**src/rtl/pipe_stage_buf.sv**
```systemverilog
// Valid/ready pipeline stage register with a one-entry skid buffer, so in_ready can come
// straight from a flop. Adds a flush and a saturating count of stalled cycles.
module pipe_stage_buf #(
    parameter int          WIDTH    = 128,
    parameter logic [63:0] RESET_PC = 64'h8000_0000,
    parameter int          CNT_W    = 32
) (
    input  logic             clk,
    input  logic             reset,
    input  logic             flush,
    input  logic             in_valid,
    output logic             in_ready,
    input  logic [63:0]      in_pc,
    input  logic [WIDTH-1:0] in_data,
    output logic             out_valid,
    input  logic             out_ready,
    output logic [63:0]      out_pc,
    output logic [WIDTH-1:0] out_data,
    output logic             out_bubble,
    output logic [1:0]       occupancy,
    output logic [CNT_W-1:0] stall_cnt
);

    typedef enum logic [1:0] {EMPTY = 2'd0, ONE = 2'd1, TWO = 2'd2} state_t;

    state_t             state_p0, stateNext;
    logic [63:0]        mainPc_p0, skidPc_p0;
    logic [WIDTH-1:0]   mainData_p0, skidData_p0;
    logic [CNT_W-1:0]   stallCnt_p0;
    logic               push, pop;
    logic               loadMainIn, loadMainSkid, loadSkid;

    function automatic logic [CNT_W-1:0] satInc(input logic [CNT_W-1:0] v);
        return (&v) ? v : v + 1'b1;
    endfunction

    assign push = in_valid && in_ready && !flush;
    assign pop  = out_valid && out_ready;

    // A flush cancels every storage move, including a TWO->ONE promotion on a same-cycle pop.
    assign loadMainIn   = push && ((state_p0 == EMPTY) || (state_p0 == ONE && pop));
    assign loadSkid     = push && (state_p0 == ONE) && !pop;
    assign loadMainSkid = !flush && (state_p0 == TWO) && pop;

    always_ff @(posedge clk) begin
        if (reset) begin
            state_p0    <= EMPTY;
            stallCnt_p0 <= '0;
        end else begin
            state_p0 <= stateNext;
            if (out_valid && !out_ready)
                stallCnt_p0 <= satInc(stallCnt_p0);
        end
    end

    always_comb begin
        stateNext = state_p0;
        if (flush) begin
            stateNext = EMPTY;
        end else begin
            case (state_p0)
                EMPTY:   if (push) stateNext = ONE;
                ONE:     if (push && !pop) stateNext = TWO;
                         else if (!push && pop) stateNext = EMPTY;
                TWO:     if (pop) stateNext = ONE;
                default: stateNext = EMPTY;
            endcase
        end
    end

    // Payload stage: only the main PC is reset so out_pc reads RESET_PC while idle.
    always_ff @(posedge clk) begin
        if (reset)
            mainPc_p0 <= RESET_PC;
        else if (loadMainIn)
            mainPc_p0 <= in_pc;
        else if (loadMainSkid)
            mainPc_p0 <= skidPc_p0;
    end

    always_ff @(posedge clk) begin
        if (loadMainIn)
            mainData_p0 <= in_data;
        else if (loadMainSkid)
            mainData_p0 <= skidData_p0;
        if (loadSkid) begin
            skidPc_p0   <= in_pc;
            skidData_p0 <= in_data;
        end
    end

    always_comb begin
        out_valid  = (state_p0 != EMPTY);
        in_ready   = (state_p0 != TWO);
        out_bubble = (state_p0 == EMPTY);
        occupancy  = state_p0;
        out_pc     = mainPc_p0;
        out_data   = (state_p0 != EMPTY) ? mainData_p0 : '0;
        stall_cnt  = stallCnt_p0;
    end

endmodule

```
**config.mk**
```make
export PLATFORM = sky130hd
export DESIGN_NAME = pipe_stage_buf
export DESIGN_NICKNAME = d
export VERILOG_FILES = /design/src/rtl/pipe_stage_buf.sv
export SDC_FILE = /design/constraint.sdc
export NUM_CORES = 1
export LEC_CHECK = 0
export CORE_ASPECT_RATIO = 1.5
export CORE_MARGIN = 1
export CORE_UTILIZATION = 40
export CTS_CLUSTER_DIAMETER = 150
export DETAILED_ROUTE_END_ITERATION = 10
export DONT_BUFFER_PORTS = 1
export GPL_TIMING_DRIVEN = 0
export SLEW_MARGIN = 25
export SYNTH_ARGS = -nofsm -noshare
export SYNTH_HDL_FRONTEND = slang
export SYNTH_SLANG_ARGS = --single-unit
```
**constraint.sdc**
```tcl
create_clock -name clk -period 19.46 [get_ports clk]
set_clock_uncertainty 0.05 [all_clocks]
set_input_delay 4.865 -clock clk [delete_from_list [all_inputs] [get_ports clk]]
set_output_delay 4.865 -clock clk [all_outputs]
set_load 0.01 [all_outputs]
```
==> out/results.ini, run 1 <==
[outcome]
status=finished clean

[detailed_routing]
drt_pre_antenna_iters=5
drt_iter0_drc=411
vias_per_cell=5.36
routedWlPerCell_um=22.9
final_antenna_net_count=0
drc_errors=0
wl_um=39100
num_vias=9174

[grt]
gr-total-overflow=0
first_global_vias=9457
grt_usage_pct=18.0
grt_max_degree=46
antenna_found_initial=0
grt_pass1_wl_um=58000

[yosys]
synth_cells=1111
synth_adder_area_share_pct=0.0753
synth_ff_type=edfxtp_1
synth_xor_area_share_pct=0.105
synthMuxAreaShare_pct=13.0
synth.distinct_cells=49
synth_top_family_by_area=multiplexers
synth_edf_count=320
ys_ff_latch=418
synth_area_sq_um=16600
seq_area_frac_synth_pct=69.6
synth_fp_nets=1309
ys_async_sr_fraction_pct=0
yosys.area_share.simple_pct=10.4
postSynthAreaPerCell_sq_um=15.0
yosysWarnings=0
synth-compound-area-share_pct=4.83

[worst_setup_path]
end_kind=output port
r2r_slack_ns=16.22
worst-r2r-cell-count=6
crit_fanout=10
criticalPathCategory=register to output port
crit_arrival_ns=2.76
r2r-end=mainData_p0[38]$_DFFE_PP_
r2r_start=occupancy[1]$_SDFFE_PP0P_
critPathLaunchType=register
required_ns=14.55

[floorplan]
start_util_pct=40.5
io-pin-count=426
fp.dieH_um=252
core-area_sq_um=41000
die-area_sq_um=42400
dieWidth_um=168
rows=91

[timing]
max_freq_ghz=0.130
period_share_pct=39.4
rsz0062_at_grt=false
worst_slew_pin_slew_ns=0.865
layout_min_cycle_time_ns=7.67
final-hold-violation-count=0
timing.setup.tns_ns=0
max-slew-margin-rel_pct=42.3
setup_viol=0
fin_hold_ws_ns=0.489
slew_violations=0

[clocking]
clock-sinks=418
root_buffer=clkbuf_16
clock_latency_ns=0.55
cts_setup_buffers=0
cts_buffer_depth=3
cts_made_buffers=41
ctsHoldBuffers=0
ctsHtreeMaxLevel=2
cts.repair.resized=0
clk_pin_slew_worst_paths_ns=0.07
cts_tree=done

[pwr]
switching_power_uw=414
combPwrFrac_pct=5.0
seq_power_share_pct=52.7
p_clk_share_pct=42.3
powerDensity_nw_per_um2=101
peakVddDrop_mv=0.0788
internal_power_uw=1490
p_sw_share_pct=21.8
p_leak_uw=0.00655

[placed_design]
dpl_cell_area_sq_um=17600
hpwl_um=28500
portBuffers=0
place.gp.congestion=0.752

[layout]
n_antenna_cell=0
postLayoutCellArea_sq_um=18900
syn_to_final_growth_pct=14.0
final_nets=1364
final_core_util_pct=46.2
drive_gt1_share_pct=20.9

[flow_run]
cap_violations=0

[worst_hold_path]
worstHoldPathType=register to register
whs_endpoint=mainData_p0[47]$_DFFE_PP_
hp-start=skidData_p0[47]$_DFFE_PP_
holdPathStages=1

-- Yosys cell counts (all sizes together) (2+ instances only) --
cell type / instances / area (sq um)
edfxtp: 320 / 9610
mux2: 133 / 1510
and2: 131 / 820
dfxtp: 98 / 1960
nor2: 80 / 300
mux2i: 65 / 651
a211oi: 63 / 473
clkbuf: 37 / 139
buf: 31 / 168
a21oi: 22 / 110
nand2: 13 / 48.8
or4: 12 / 90.1
o31ai: 11 / 82.6
nand4: 9 / 62.6
or3: 9 / 61.3
nand2b: 8 / 50.1
nor3: 8 / 50.1
o21ai: 8 / 40.0
nand3: 7 / 35.0
nor2b: 7 / 43.8
inv: 6 / 22.5
and3: 5 / 31.3
nor4: 5 / 46.3
and4: 3 / 26.3
o21bai: 3 / 22.5
nor3b: 2 / 15.0
or2: 2 / 12.5
-- cell families (layout without fill, tap and decap cells) --
logic type / count (synthesis) / in the layout
compound gates: 115 / 115
xor+xnor: 2 / 2
fa+ha+maj: 1 / 1
mux: 198 / 198
buf+inv: 74 / 162
flops: 418 / 418
simple gates: 303 / 303
-- through the flow --
step | total power [uW] | setup WS [ns] | std cells
2_1_floorplan | 1090 | 5.36 | 1111
3_3_place_gp | 1120 | 0.487 | 1622
3_5_place_dp | 1120 | 11.76 | 1634
4_1_cts | 1930 | 11.61 | 1710
5_1_grt | 1960 | 11.54 | 1710
6_report | 1900 | 11.79 | 1710
-- how the worst max path moves through the flow --
stage / endpoint / startpoint / cells past startpoint
detailed placement: mainData_p0[82]$_DFFE_PP_ / out_ready / 7
finish: out_data[46] / occupancy[1]$_SDFFE_PP0P_ / 4
global placement: skidData_p0[71]$_DFFE_PP_ / out_ready / 3
global route: out_data[46] / occupancy[0]$_SDFFE_PP0P_ / 4
CTS: out_data[46] / occupancy[1]$_SDFFE_PP0P_ / 4
floorplan: skidData_p0[0]$_DFFE_PP_ / flush / 2
-- power groups by stage --
stage / combinational, uW / clock [uW] / sequential, uW
final: 95.1 / 805 / 1000
after global routing: 104 / 853 / 1010
after CTS: 97.4 / 825 / 1000
after detailed placement: 97.4 / 0 / 1020
after global placement: 91.6 / 0 / 1030
after floorplan: 71.2 / 0 / 1020
-- final cells by class --
cell class	instances	area (sq um)
Sequential cell	418	11600
Timing Repair Buffer	12	293
Fill cell	3617	22000
Tap cell	511	639
Inverter	6	22.5
Clock inverter	20	171
Buffer	68	310
Clock buffer	56	1210
Multi-Input combinational cell	619	4720
-- registers in the layout, indices dropped and copies added, names as in the netlist --
| name | cells |
|---|---|
| mainData_p0 | 128 |
| skidData_p0 | 128 |
| stall_cnt | 32 |
| skidPc_p0 | 64 |
| out_pc | 64 |
| occupancy | 2 |
-- layer usage --
layer  part of all wire (%)  up-vias  track usage (%)  wire length, um
met5                      0        -                0                0
met4                    3.8        0             7.71             1500
met3                     10       79             7.37             4020
met2                     51      344             32.1            20100
met1                     35     4489             18.5            13600
li1                       -     4262                -                -
-- placed cells by master (no fill, tap or decap), types with 12 or more instances in the layout --
| cell type | count |
|---|---|
| mux2i_1 | 65 |
| nor2_1 | 79 |
| mux2_2 | 131 |
| and2_1 | 131 |
| a211oi_1 | 63 |
| edfxtp_1 | 320 |
| clkbuf_1 | 43 |
| clkbuf_16 | 45 |
| or4_1 | 12 |
| nand2_1 | 13 |
| a21oi_1 | 22 |
| dfxtp_1 | 98 |
| buf_2 | 26 |
-- critical path: stages, from the launching register on --
cell and delay (ns):
dfxtp_1 0.59, or2_2 0.25, clkbuf_1 0.66, clkbuf_1 0.40, and2_1 0.30
No activity file was read; power rests on OpenSTA's default activity.
==> run 2, diff against run 1 <==
==> constraint.sdc (replaced) <==
create_clock -name clk -period 6.6 [get_ports clk]
set_clock_uncertainty 0.05 [all_clocks]
set_input_delay 1.65 -clock clk [delete_from_list [all_inputs] [get_ports clk]]
set_output_delay 1.65 -clock clk [all_outputs]
set_load 0.01 [all_outputs]
==> out/results.ini, run 2 (synthesis gave the netlist of run 1 again) <==
[worst_setup_path]
end_kind=output port
crit_fanout=10
critPathLaunchType=register
criticalPathCategory=register to output port
r2r_start=occupancy[1]$_SDFFE_PP0P_
crit_arrival_ns=2.71
worst-r2r-cell-count=5
r2r-end=mainData_p0[47]$_DFFE_PP_
required_ns=4.90
r2r_slack_ns=3.39
crit_start=occupancy[0]$_SDFFE_PP0P_

[detailed_routing]
num_vias=9141
routedWlPerCell_um=23.0
drt_iter0_drc=404
final_antenna_net_count=0
vias_per_cell=5.36
drc_errors=0
drt_pre_antenna_iters=4
wl_um=39200

[timing]
final-hold-violation-count=0
worst_slew_pin_slew_ns=0.939
period_share_pct=66.8
max_freq_ghz=0.227
rsz0062_at_grt=false
slew_violations=0
setup_viol=0
layout_min_cycle_time_ns=4.41
max-slew-margin-rel_pct=37.4
timing.setup.tns_ns=0

[floorplan]
rows=91
fp.dieH_um=252
core-area_sq_um=41000
dieWidth_um=168
start_util_pct=40.5
die-area_sq_um=42400
io-pin-count=426

[layout]
n_antenna_cell=0
drive_gt1_share_pct=20.2
final_nets=1361
layout_commonest_cell=edfxtp_1
reg_top3=mainData_p0 (128), skidData_p0 (128)
syn_to_final_growth_pct=13.4
mostFrequentLayoutCells=320 x edfxtp_1, 131 x mux2_2, 131 x and2_1
final_core_util_pct=46.0
final_cells=1704

[flow_run]
cap_violations=0

[grt]
grt_usage_pct=17.9
antenna_found_initial=0
grt_pass1_wl_um=57400
first_global_vias=9300
grt_max_degree=73
gr-total-overflow=0

[clocking]
cts.repair.resized=0
cts_setup_buffers=0
cts_buffer_depth=3
ctsHoldBuffers=0
cts_tree=done
clock-sinks=418
clk_pin_slew_worst_paths_ns=0.07
ctsHtreeMaxLevel=2
cts_made_buffers=40
root_buffer=clkbuf_16
clock_latency_ns=0.53

[worst_hold_path]
worstHoldPathType=register to register
whs_endpoint=mainData_p0[43]$_DFFE_PP_
holdPathStages=1
hp-start=skidData_p0[43]$_DFFE_PP_

[placed_design]
dpl.cell_count=1632
portBuffers=0
place.gp.congestion=0.770
hpwl_um=28600

[pwr]
peakVddDrop_mv=0.222
p_leak_uw=0.00652
powerDensity_nw_per_um2=294

[outcome]
status=finished clean

-- run 2: report_power, final --
part / internal (uW) / switching [uW]
Combinational: 109 / 168
Clock: 1370 / 945
Sequential: 2910 / 47.8
Total: 4390 / 1160
-- run 2: area by class of cell --
type                    instances  area (sq um)
well taps                     511           639
fillers                      3628         22100
inverters                       6          22.5
multi-input cells             619          4720
repair buffers                 10           253
flip-flops and latches        418         11600
plain buffers                  68           317
clock inverters                15           170
clock buffers                  57          1150
-- run 2: worst max-delay path by stage --
stage / slack (ns) / end
after floorplan: 1.13 / skidData_p0[0]$_DFFE_PP_
after detailed placement: 2.10 / mainData_p0[79]$_DFFE_PP_
after CTS: 2.04 / out_data[41]
after global routing: 1.95 / out_data[46]
final: 2.19 / out_data[37]
after global placement: -0.63 / skidData_p0[79]$_DFFE_PP_
-- run 2: metal layers --
layer	vias up	global-route usage [%]	wire length [um]
li1	4262	-	-
met1	4491	18.2	13500
met2	318	32.3	20400
met3	70	7.36	3900
met4	0	6.86	1350
met5	-	0	0
-- run 2: stage by stage --
step | setup slack (ns) | cell area [sq um] | total power, uW | hold slack [ns]
floorplan | 1.13 | 16600 | 3210 | 0.458
global placement | -0.629 | 17300 | 3290 | 0.478
detailed placement | 2.10 | 17500 | 3300 | 0.481
CTS | 2.04 | 18800 | 5620 | 0.494
global route | 1.95 | 18800 | 5730 | 0.506
finish | 2.19 | 18800 | 5550 | 0.486
-- run 2: worst max-delay path, cell delays in order, from the launching register on --
cell	delay (ns)
dfxtp_1	0.54
or2_2	0.24
clkbuf_1	0.71
clkbuf_1	0.37
and2_1	0.29
==> run 3, diff against run 2 <==
==> constraint.sdc (replaced) <==
create_clock -name clk -period 4.6 [get_ports clk]
set_clock_uncertainty 0.05 [all_clocks]
set_input_delay 1.15 -clock clk [delete_from_list [all_inputs] [get_ports clk]]
set_output_delay 1.15 -clock clk [all_outputs]
set_load 0.01 [all_outputs]
==> out/results.ini, run 3 (synthesis gave the netlist of run 1 again) <==
[pwr]
p_leak_uw=0.00653
p_clk_share_pct=42.1
switching_power_uw=1740
p_sw_share_pct=21.7
seq_power_share_pct=52.9
internal_power_uw=6280
powerDensity_nw_per_um2=425
peakVddDrop_mv=0.325
combPwrFrac_pct=5.0

[clocking]
root_buffer=clkbuf_16
cts_made_buffers=40
ctsHtreeMaxLevel=2
cts_tree=done
ctsHoldBuffers=0
cts_setup_buffers=0
clock_latency_ns=0.55
cts.repair.resized=0
clk_pin_slew_worst_paths_ns=0.06
clock-sinks=418
cts_buffer_depth=3

[detailed_routing]
drc_errors=0
wl_um=39500
drt_iter0_drc=521
drt_pre_antenna_iters=7
num_vias=9141
routedWlPerCell_um=23.1
vias_per_cell=5.35
final_antenna_net_count=0

[placed_design]
dpl_cell_area_sq_um=17500
dpl.cell_count=1632
hpwl_um=28500
place.gp.congestion=0.746
dp_slack_ns=0.620
portBuffers=0

[grt]
antenna_found_initial=0
grt_use_met3_pct=7.81
grt_use_met2_pct=32.7
gr-total-overflow=0
grt.busiest_layer=met2
first_global_vias=9588
grt_max_degree=74
grt_pass1_wl_um=58600
grt_usage_pct=18.2
grtUsageMet1_pct=18.5

[layout]
layout_commonest_cell=edfxtp_1
postLayoutCellArea_sq_um=18900
syn_to_final_growth_pct=13.5
multi_input_area_sq_um=4730
final_nets=1361
mostFrequentLayoutCells=320 x edfxtp_1, 131 x mux2_2, 131 x and2_1
fillers=3611
regArea_sq_um=11600
drive_gt1_share_pct=20.7
reg_top3=mainData_p0 (128), skidData_p0 (128)
final_cells=1708

[worst_setup_path]
crit_fanout=10
criticalPathCategory=register to output port
required_ns=3.40
crit_arrival_ns=2.73
end_kind=output port
critPathLaunchType=register

[timing]
worst_slew_pin_slew_ns=0.875
timing.setup.tns_ns=0
setup_viol=0
fin_ws_ns=0.672
period_share_pct=85.4
rsz0062_at_grt=false
layout_min_cycle_time_ns=3.93
slew_violations=0
max_freq_ghz=0.255
final-hold-violation-count=0
max-slew-margin-rel_pct=41.7

[flow_run]
cap_violations=0

[floorplan]
dieWidth_um=168
die-area_sq_um=42400
fp.dieH_um=252
core-area_sq_um=41000
start_util_pct=40.5
io-pin-count=426
rows=91

[worst_hold_path]
worstHoldPathType=register to register

[outcome]
status=finished clean

==> run 3: cell type report <==
class                           count  area share (%)
Sequential cell                   418            61.3
Multi-Input combinational cell    619            25.1
Clock buffer                       49            5.65
Tap cell                          511            3.39
Buffer                             68            1.68
Clock inverter                     25            1.42
Timing Repair Buffer               10            1.30
Inverter                            6           0.119
Antenna cell                        2          0.0265
==> run 3: worst paths after layout <==
check	from	endpoint	slack, ns	cells after the start
worst min register to register	out_pc[21]$_SDFFE_PP0P_	out_pc[21]$_SDFFE_PP0P_	0.50	2
worst max-delay path	occupancy[0]$_SDFFE_PP0P_	out_data[42]	0.67	4
worst max register to register	occupancy[1]$_SDFFE_PP0P_	mainData_p0[77]$_DFFE_PP_	1.46	5
worst min-delay path	out_pc[21]$_SDFFE_PP0P_	out_pc[21]$_SDFFE_PP0P_	0.50	2
==> run 3: worst max-delay path, cell delays in order (launching register included) <==
cell and delay, ns:
dfxtp_1 0.58, or2_2 0.23, clkbuf_1 0.66, clkbuf_1 0.40
and2_1 0.32
==> run 3: per-layer routing <==
metal | up-vias | share of wire [%] | wire length, um
li1 | 4259 | - | -
met1 | 4482 | 35 | 13700
met2 | 330 | 52 | 20500
met3 | 70 | 10 | 4100
met4 | 0 | 2.9 | 1160
met5 | - | 0 | 0
==> run 3: power groups by stage <==
stage,Clock [uW],Combinational (uW),Sequential (uW)
6_report,3380,398,4240
5_1_grt,3610,437,4250
4_1_cts,3470,408,4250
3_5_place_dp,0,407,4330
3_3_place_gp,0,390,4340
2_1_floorplan,0,302,4310
==> run 3: through the flow <==
step                hold WS (ns)  total power (uW)  utilization [%]
floorplan                  0.458              4610                -
global placement           0.477              4730             42.1
detailed placement         0.480              4730             42.8
CTS                        0.496              8120             46.0
global route               0.507              8300             46.0
finish                     0.495              8020             46.0
